`config.mk`:
```
export PLATFORM = sky130hd
export DESIGN_NAME = nand_cell_arbiter_flat
export DESIGN_NICKNAME = d
export VERILOG_FILES = /design/src/rtl/nand_cell_arbiter_if.sv /design/src/rtl/nand_cell_arbiter.sv /design/src/flat_wrapper.sv
export SDC_FILE = /design/constraint.sdc
export NUM_CORES = 1
export LEC_CHECK = 0
export ABC_AREA = 1
export CAP_MARGIN = 5
export CORE_MARGIN = 1
export CORE_UTILIZATION = 47
export CTS_CLUSTER_SIZE = 16
export DETAILED_ROUTE_END_ITERATION = 7
export GPL_TIMING_DRIVEN = 0
export PLACE_DENSITY = 0.85
export SYNTH_ARGS = -nofsm -noshare
export SYNTH_HDL_FRONTEND = slang
export SYNTH_SLANG_ARGS = --single-unit
export TNS_END_PERCENT = 10
```
`constraint.sdc`:
```
create_clock -name clk -period 1.8 [get_ports clk]
set_clock_uncertainty 0.05 [all_clocks]
set_input_delay 0.54 -clock clk [delete_from_list [all_inputs] [get_ports clk]]
set_output_delay 0.54 -clock clk [all_outputs]
set_load 0.05 [all_outputs]
```
`src/rtl/nand_cell_arbiter_if.sv`:
```
// Requester-side bus of the NAND cell arbiter: request/operands in, grant and response out.
interface nand_cell_arbiter_if #(
  parameter int N_REQ = 4,
  parameter int ID_W  = $clog2(N_REQ)
);
  // Handshake: a requester holds req[i] (with stable req_a[i]/req_b[i]) until it sees
  // gnt[i] for one cycle, then drops req[i]; its result arrives later as a one-cycle
  // rsp_valid pulse tagged with rsp_id == i. gnt and rsp_valid are never high together.
  logic [N_REQ-1:0] req;
  logic [N_REQ-1:0] req_a;
  logic [N_REQ-1:0] req_b;
  logic [N_REQ-1:0] gnt;
  logic             rsp_valid;
  logic [ID_W-1:0]  rsp_id;
  logic             rsp_f;
  logic             busy;

  modport master (
    output req, req_a, req_b,
    input  gnt, rsp_valid, rsp_id, rsp_f, busy
  );

  modport slave (
    input  req, req_a, req_b,
    output gnt, rsp_valid, rsp_id, rsp_f, busy
  );
endinterface

```
`src/rtl/nand_cell_arbiter.sv`:
```
// Round-robin scheduler for one shared two-input NAND cell: grant, drive, settle, sample.
// Optional macro NAND_CELL_CHECK_EN adds a sticky result checker (chk_err, err_cnt).
module nand_cell_arbiter #(
  parameter int N_REQ      = 4,
  parameter int SETTLE_CYC = 2,
  parameter int ID_W       = $clog2(N_REQ)
) (
  input  logic                  clk,
  input  logic                  rst_n,
  nand_cell_arbiter_if.slave    bus,
  output logic                  gate_a,
  output logic                  gate_b,
  input  logic                  gate_f,
  output logic [1:0]            dbg_state_o
`ifdef NAND_CELL_CHECK_EN
  ,
  output logic                  chk_err,
  output logic [7:0]            err_cnt
`endif
);

  typedef enum logic [1:0] {
    IDLE   = 2'd0,
    SETTLE = 2'd1,
    RESP   = 2'd2
  } state_t;

  // A zero settle interval still needs one edge between driving and sampling the cell.
  localparam int SETTLE_EFF = (SETTLE_CYC < 1) ? 1 : SETTLE_CYC;
  localparam int CNT_W      = (SETTLE_EFF > 1) ? $clog2(SETTLE_EFF) : 1;
  localparam logic [CNT_W-1:0] CNT_INIT = CNT_W'(SETTLE_EFF - 1);

  state_t             state_q, state_d;
  logic [N_REQ-1:0]   gnt_q, gnt_d;
  logic               rsp_valid_q, rsp_valid_d;
  logic [ID_W-1:0]    rsp_id_q, rsp_id_d;
  logic               rsp_f_q, rsp_f_d;
  logic               gate_a_q, gate_a_d;
  logic               gate_b_q, gate_b_d;
  logic [ID_W-1:0]    rr_ptr_q, rr_ptr_d;
  logic [ID_W-1:0]    id_q, id_d;
  logic [CNT_W-1:0]   cnt_q, cnt_d;
  logic               capture;
  logic               any_req;
  logic [ID_W-1:0]    win_idx;

  // First set request at or after rr_ptr, searching upward with wrap.
  always_comb begin
    any_req = 1'b0;
    win_idx = '0;
    for (int k = 0; k < N_REQ; k++) begin
      if (!any_req && bus.req[(int'(rr_ptr_q) + k) % N_REQ]) begin
        any_req = 1'b1;
        win_idx = ID_W'((int'(rr_ptr_q) + k) % N_REQ);
      end
    end
  end

  always_comb begin
    state_d     = state_q;
    gnt_d       = '0;
    rsp_valid_d = 1'b0;
    rsp_id_d    = rsp_id_q;
    rsp_f_d     = rsp_f_q;
    gate_a_d    = gate_a_q;
    gate_b_d    = gate_b_q;
    rr_ptr_d    = rr_ptr_q;
    id_d        = id_q;
    cnt_d       = cnt_q;
    capture     = 1'b0;
    case (state_q)
      IDLE: begin
        if (any_req) begin
          gnt_d    = N_REQ'(1) << win_idx;
          gate_a_d = bus.req_a[win_idx];
          gate_b_d = bus.req_b[win_idx];
          id_d     = win_idx;
          cnt_d    = CNT_INIT;
          state_d  = SETTLE;
        end
      end
      SETTLE: begin
        if (cnt_q != '0) begin
          cnt_d = cnt_q - CNT_W'(1);
        end else begin
          capture     = 1'b1;
          rsp_f_d     = gate_f;
          rsp_id_d    = id_q;
          rsp_valid_d = 1'b1;
          state_d     = RESP;
        end
      end
      RESP: begin
        rr_ptr_d = (id_q == ID_W'(N_REQ - 1)) ? '0 : id_q + ID_W'(1);
        state_d  = IDLE;
      end
      default: state_d = IDLE;
    endcase
  end

  always_ff @(posedge clk or negedge rst_n) begin
    if (!rst_n) begin
      state_q     <= IDLE;
      gnt_q       <= '0;
      rsp_valid_q <= 1'b0;
      rsp_id_q    <= '0;
      rsp_f_q     <= 1'b0;
      gate_a_q    <= 1'b0;
      gate_b_q    <= 1'b0;
      rr_ptr_q    <= '0;
      id_q        <= '0;
      cnt_q       <= '0;
    end else begin
      state_q     <= state_d;
      gnt_q       <= gnt_d;
      rsp_valid_q <= rsp_valid_d;
      rsp_id_q    <= rsp_id_d;
      rsp_f_q     <= rsp_f_d;
      gate_a_q    <= gate_a_d;
      gate_b_q    <= gate_b_d;
      rr_ptr_q    <= rr_ptr_d;
      id_q        <= id_d;
      cnt_q       <= cnt_d;
    end
  end

`ifdef NAND_CELL_CHECK_EN
  logic       chk_err_q;
  logic [7:0] err_cnt_q;
  logic       mismatch;

  // Case inequality so an X/Z cell output counts as a wrong answer.
  assign mismatch = (gate_f !== ~(gate_a_q & gate_b_q));

  always_ff @(posedge clk or negedge rst_n) begin
    if (!rst_n) begin
      chk_err_q <= 1'b0;
      err_cnt_q <= 8'd0;
    end else if (capture && mismatch) begin
      chk_err_q <= 1'b1;
      if (err_cnt_q != 8'hFF) err_cnt_q <= err_cnt_q + 8'd1;
    end
  end

  assign chk_err = chk_err_q;
  assign err_cnt = err_cnt_q;
`endif

  assign bus.gnt       = gnt_q;
  assign bus.rsp_valid = rsp_valid_q;
  assign bus.rsp_id    = rsp_id_q;
  assign bus.rsp_f     = rsp_f_q;
  assign bus.busy      = (state_q != IDLE);
  assign gate_a        = gate_a_q;
  assign gate_b        = gate_b_q;
  assign dbg_state_o   = state_q;

endmodule

```
`src/flat_wrapper.sv`:
```
// flat-port wrapper written by rule: the top's interface ports become plain ports
module nand_cell_arbiter_flat 
#(
  parameter int N_REQ      = 4,
  parameter int SETTLE_CYC = 2,
  parameter int ID_W       = $clog2(N_REQ)
)
  (clk, rst_n, gate_a, gate_b, gate_f, dbg_state_o, bus_req, bus_req_a, bus_req_b, bus_gnt, bus_rsp_valid, bus_rsp_id, bus_rsp_f, bus_busy);
  nand_cell_arbiter_if #(.N_REQ(N_REQ), .ID_W(ID_W)) bus_i ();
  input  logic clk;
  input  logic rst_n;
  output logic gate_a;
  output logic gate_b;
  input  logic gate_f;
  output logic [1:0] dbg_state_o;
  input wire logic [$bits(bus_i.req)-1:0] bus_req;
  input wire logic [$bits(bus_i.req_a)-1:0] bus_req_a;
  input wire logic [$bits(bus_i.req_b)-1:0] bus_req_b;
  output wire logic [$bits(bus_i.gnt)-1:0] bus_gnt;
  output wire logic [$bits(bus_i.rsp_valid)-1:0] bus_rsp_valid;
  output wire logic [$bits(bus_i.rsp_id)-1:0] bus_rsp_id;
  output wire logic [$bits(bus_i.rsp_f)-1:0] bus_rsp_f;
  output wire logic [$bits(bus_i.busy)-1:0] bus_busy;
  assign bus_i.req = bus_req;
  assign bus_i.req_a = bus_req_a;
  assign bus_i.req_b = bus_req_b;
  assign bus_gnt = bus_i.gnt;
  assign bus_rsp_valid = bus_i.rsp_valid;
  assign bus_rsp_id = bus_i.rsp_id;
  assign bus_rsp_f = bus_i.rsp_f;
  assign bus_busy = bus_i.busy;
  nand_cell_arbiter #(.N_REQ(N_REQ), .SETTLE_CYC(SETTLE_CYC), .ID_W(ID_W)) u_core (.clk(clk), .rst_n(rst_n), .bus(bus_i), .gate_a(gate_a), .gate_b(gate_b), .gate_f(gate_f), .dbg_state_o(dbg_state_o));
endmodule
```
==> impl_metrics.tcl, run 1 <==
set metrics [dict create \
    cp_top_family "buffers and inverters" \
    cp_slowest_cell "clkdlybuf4s15_1" \
    htreeDepth 1 \
    start_util 0.515 \
    die_area_sq_um 2410 \
    drive_gt1_frac 0.329 \
    cts_inserted_buffers 3 \
    hold_path_class "flip-flop to flip-flop" \
    synth_compound_area_frac 0.0469 \
    worst_pin_slew_ns 0.734 \
    cts_hold_buf 0 \
    multi_input_area_sq_um 588 \
    synth_simple_gate_area_frac 0.451 \
    synth_top_family_by_area "simple AND/OR/NAND/NOR gates" \
    path_buf_inv 1 \
    cp.arrival_ns 1.19 \
    synthAdderAreaFrac 0.0120 \
    synthToLayoutAreaGrowth_pct 39.7 \
    max_stage_delay_ns 0.51 \
    syn_avg_cell_area_sq_um 7.71 \
    period_share 0.989 \
    drc_errors 0 \
    cts.clk_slew.worst_paths_ns 0.09 \
    gp_congestion 0.817 \
    clk_latency_ns 0.28 \
    port_buffers 27 \
    final_cell_mix "nand2_1, dfrtp_1, nand2_2" \
    dpl.hpwl_mm 1.66 \
    fmax_mhz 562 \
    criticalPathCategory "flip-flop to output pin" \
    final_nets 187 \
    worstPathCellList "clkdlybuf4s15_1" \
    die_h_um 49.1 \
    synthXorXnorAreaFrac 0 \
    antenna_cells 0 \
    seq_area_frac_synth 0.409 \
    antenna_found_initial 0 \
    dr.pass1.iters 4 \
    layout_min_cycle_time_ns 1.78 \
    regArea_sq_um 427 \
    clock-sinks 17 \
    cp.required_ns 1.21 \
    rsz0062_at_grt "true" \
    ys_ff_latch 17 \
    grt_overflow 0 \
    wl_mm 2.30 \
    grtUsageTotal 0.196 \
    layout_commonest_cell "nand2_1" \
    root_buffer "clkbuf_4" \
    tritoncts "yes" \
    row_count 16 \
    hold_violations 0 \
    synthMuxAreaShare 0 \
    fin_ws_ns 0.0198 \
    dp_slack_ns -0.409 \
    syn_area_sq_um 1040 \
    status "completed" \
    cp_max_fo 3 \
    slew_viol_final 0 \
    grt_pass1_wl_mm 3.70 \
    synth_cell_type_count 21 \
    r2r_cells 12 \
    syn_inst 135 \
    cap_viol_max_count 0 \
    first_iter_violations 12 \
    wl_per_cell_um 11.7 \
    setup_violations 0 \
    grt_pass1_vias 903 \
    whs_path_depth 1 \
    antenna_left 0 \
    slew_headroom 0.509 \
    grt_max_degree 18 \
    core_region_area_sq_um 2020 \
    ios 28 \
    viasPerCell 4.94 \
    cp-start-kind "flip-flop" \
    syn_nets 151 \
    clockBufferDepth 2 \
    fin_util 0.719 \
    worstSetupPathDepth 1 \
    nFillCells 152 \
    vias 974 \
    die_width_um 49.1 \
    critPathCaptureType "output pin" \
    ys_warn_count 0 \
]
-- cell families (layout without fill, tap and decap cells) --
| group | count (synthesis) | after routing |
|---|---|---|
| DFF | 17 | 17 |
| adders and majority gates | 1 | 1 |
| buffers and inverters | 20 | 55 |
| AOI/OAI and AO/OA | 9 | 9 |
| and+or+nand+nor | 88 | 88 |
-- worst register-to-register path, delay by kind of cell (launching register included) --
family | cells | cell delay, ns
buffers and inverters | 2 | 0.33
DFF | 1 | 0.43
and+or+nand+nor | 10 | 0.82
-- per-layer routing --
layer	up-vias	part of all wire	global-route usage	wire, um
met5	-	0	0	0
li1	500	-	-	-
met4	0	0.010	0.0735	24
met2	23	0.50	0.349	1150
met1	447	0.45	0.247	1040
met3	4	0.036	0.00935	83
-- metrics by stage --
| step | area (sq um) | cells | TNS [ns] | hold slack, ns |
|---|---|---|---|---|
| floorplan | 1040 | 135 | 0 | 0.194 |
| CTS | 1370 | 193 | -0.319 | 0.406 |
| finish | 1450 | 197 | 0 | 0.401 |
| detailed placement | 1350 | 189 | -3.12 | 0.401 |
| global placement | 1350 | 189 | -2.69 | 0.382 |
| global route | 1450 | 197 | -0.0140 | 0.427 |
-- repair_timing --
item / 4_1_cts / 5_1_grt
setup buffers: 0 / 4
pin swaps: 1 / 5
gates resized for setup: 16 / 33
endpoints found under the setup margin: 19 / 15
-- synth_stat cells (all sizes together) --
| library cell | number | area (sq um) |
|---|---|---|
| inv | 19 | 73.8 |
| nand3 | 12 | 110 |
| a31oi | 1 | 6.26 |
| nand2 | 58 | 263 |
| a21oi | 1 | 5.00 |
| nand4 | 4 | 25.0 |
| nor2 | 13 | 66.3 |
| o21ai | 6 | 30.0 |
| ha | 1 | 12.5 |
| buf | 1 | 11.3 |
| nor3 | 1 | 5.00 |
| dfrtp | 17 | 425 |
| o31ai | 1 | 7.51 |
-- flip-flops by register name (all words and copies together) (netlist names) --
name	count
u_core.rr_ptr_q	2
u_core.bus.rsp_f	1
u_core.gate_b	1
u_core.gate_a	1
u_core.bus.rsp_id	2
u_core.cnt_q	1
u_core.id_q	2
u_core.dbg_state_o	2
u_core.bus.rsp_valid	1
u_core.bus.gnt	4
-- final timing paths --
path / from / endpoint / slack, ns
worst max-delay path: u_core.dbg_state_o[0] / dbg_state_o[0] / 0.02
worst min-delay path: u_core.cnt_q / u_core.dbg_state_o[1] / 0.40
worst max register to register: u_core.rr_ptr_q[0] / u_core.gate_a / 0.08
worst min register to register: u_core.cnt_q / u_core.dbg_state_o[1] / 0.40
max in group asynchronous: rst_n / u_core.rr_ptr_q[1] / 0.56
min in group asynchronous: rst_n / u_core.cnt_q / 0.63
-- final cells by class --
type,count,share of cell area
inverter,19,0.0525
clock buffer,4,0.0181
sequential,17,0.293
buffer,1,0.00775
multi-input combinational,98,0.404
tap,27,0.0232
timing repair buffer,31,0.201
Power of run 1 is not shown: default switching activity piles up to over one toggle a cycle in this logic, so the estimate is an artifact.
==> inputs of run 2 (changes only) <==
--- a/config.mk
+++ b/config.mk
@@ -6,13 +6,13 @@
 export NUM_CORES = 1
 export LEC_CHECK = 0
 export ABC_AREA = 1
-export CAP_MARGIN = 5
+export CAP_MARGIN = 20
 export CORE_MARGIN = 1
-export CORE_UTILIZATION = 47
+export CORE_UTILIZATION = 42
 export CTS_CLUSTER_SIZE = 16
 export DETAILED_ROUTE_END_ITERATION = 7
 export GPL_TIMING_DRIVEN = 0
-export PLACE_DENSITY = 0.85
+export PLACE_DENSITY = 0.81
 export SYNTH_ARGS = -nofsm -noshare
 export SYNTH_HDL_FRONTEND = slang
 export SYNTH_SLANG_ARGS = --single-unit
==> constraint.sdc (replaced) <==
create_clock -name clk -period 1.6 [get_ports clk]
set_clock_uncertainty 0.05 [all_clocks]
set_input_delay 0.48 -clock clk [delete_from_list [all_inputs] [get_ports clk]]
set_output_delay 0.48 -clock clk [all_outputs]
set_load 0.05 [all_outputs]
==> run 2 against run 1 <==
The flow now finishes with violations (negative setup slack). Register-to-register slack got worse by 0.14 ns. Utilization is 6.5 points lower. Worst hold slack gained 0.0072 ns. Via count rose by 0.72%. Sequential share of layout area down 0.41 points. Largest cell class unchanged.
==> impl_metrics.tcl, run 2 (synthesized netlist as in run 1, its figures left out) <==
set metrics [dict create \
    cp.arrival_ns 1.80 \
    dpl.hpwl_mm 1.66 \
    dp_slack_ns -0.523 \
    row_count 17 \
    criticalPathCategory "flip-flop to flip-flop" \
    rrSetupSlack_ns -0.06 \
    period_share 1.04 \
    cp_max_fo 6 \
    grt_pass1_vias 878 \
    largest_register_ffs 4 \
    layout_min_cycle_time_ns 1.66 \
    r2r_start "u_core.rr_ptr_q[0]" \
    worstPathCellList "buf_6 -> nand2_4 -> nand2_4 -> nand2_2 -> nand2_2 -> nor2_4 -> nand3_4 -> nand2_4 -> inv_4 -> nand2_4 -> inv_4 -> nand2_2 -> nand3_2" \
    whs_ns 0.408 \
    drc_errors 0 \
    final_cell_mix "nand2_1, nand2_2, dfrtp_1" \
    viasPerCell 4.88 \
    hold_path_class "flip-flop to flip-flop" \
    max_stage_delay_ns 0.46 \
    first_iter_violations 5 \
    clock-sinks 17 \
    worst_pin_slew_ns 0.716 \
    grt_pass1_wl_mm 3.46 \
    synthToLayoutAreaGrowth_pct 42.9 \
    antenna_found_initial 0 \
    port_buffers 27 \
    clk_latency_ns 0.29 \
    nFillCells 190 \
    hold_start "u_core.cnt_q" \
    start_util 0.457 \
    cts_inserted_buffers 3 \
    final_nets 190 \
    rsz0062_at_grt "true" \
    cp_slowest_cell "dfrtp_2" \
    wl_per_cell_um 11.2 \
    cts_hold_buf 0 \
    status "complete, but fails checks" \
    cp.required_ns 1.74 \
    die_width_um 51.8 \
    clockBufferDepth 2 \
    slew_headroom 0.521 \
    core_region_area_sq_um 2280 \
    gp_congestion 0.791 \
    die_area_sq_um 2680 \
    hold_path_end "u_core.dbg_state_o[1]" \
    cp-start-kind "flip-flop" \
    antenna_left 0 \
    tritoncts "yes" \
    layout_commonest_cell "nand2_1" \
    root_buffer "clkbuf_4" \
    cpMostUsedCell "nand2_4" \
    die_h_um 51.8 \
    grtUsageTotal 0.174 \
    hold_violations 0 \
    grt_max_degree 18 \
    cts.clk_slew.worst_paths_ns 0.09 \
    r2r_cells 13 \
    vias 981 \
    antenna_cells 0 \
    dr.pass1.iters 3 \
    slew_viol_final 0 \
    violations "negative setup slack" \
    critPathCaptureType "flip-flop" \
    fin_ws_ns -0.0642 \
    fmax_mhz 601 \
    grt_overflow 0 \
    ios 28 \
    htreeDepth 1 \
    drive_gt1_frac 0.428 \
    wl_mm 2.25 \
    r2r_end "u_core.gate_a" \
    setup_violations 6 \
    whs_path_depth 1 \
    cap_viol_max_count 0 \
]
[run 2: critical path: cells and delay by family (launching register included)]
family,cells,cell delay (ns)
buffers and inverters,3,0.24
AND/OR/NAND/NOR,10,0.82
flip-flops,1,0.46
[run 2: final cells by class]
class	count	area [sq um]	area share
Buffer	1	11.3	0.00757
Clock buffer	4	26.3	0.0177
Inverter	19	83.8	0.0563
Multi-Input combinational cell	98	601	0.404
Sequential cell	17	430	0.289
Tap cell	28	35.0	0.0235
Timing Repair Buffer	34	300	0.202
[run 2: worst max-delay path by stage]
stage,start,end,cells after the start,slack [ns]
final,u_core.rr_ptr_q[0],u_core.gate_a,13,-0.06
after global routing,u_core.rr_ptr_q[0],u_core.gate_b,13,-0.15
after CTS,u_core.rr_ptr_q[0],u_core.gate_b,13,-0.11
after detailed placement,bus_req[1],u_core.gate_b,13,-0.52
after global placement,bus_req[1],u_core.gate_a,13,-0.50
after floorplan,bus_req[1],u_core.gate_a,12,0.05
[run 2: routing by layer]
metal / vias up / wire length [um] / GRT usage
li1: 501 / - / -
met1: 462 / 963 / 0.226
met2: 15 / 1190 / 0.292
met3: 3 / 59 / 0.0205
met4: 0 / 35 / 0.0676
met5: - / 0 / 0
[run 2: stage by stage]
stage               setup TNS (ns)  cell area [sq um]  cells   util
finish                      -0.195               1490    201  0.654
global route                 -1.01               1490    201  0.654
CTS                         -0.494               1420    195  0.624
detailed placement           -5.23               1350    190  0.593
global placement             -4.88               1350    190  0.593
floorplan                        0               1040    135      -
[run 2: timing repair]
| item | CTS | global route |
|---|---|---|
| resized for setup | 58 | 33 |
| buffers inserted | 1 | 5 |
| gates cloned | 0 | 1 |
| pin swaps | 7 | 18 |
| endpoints found under the setup margin | 23 | 18 |
Power of run 2 is left out for the same reason.
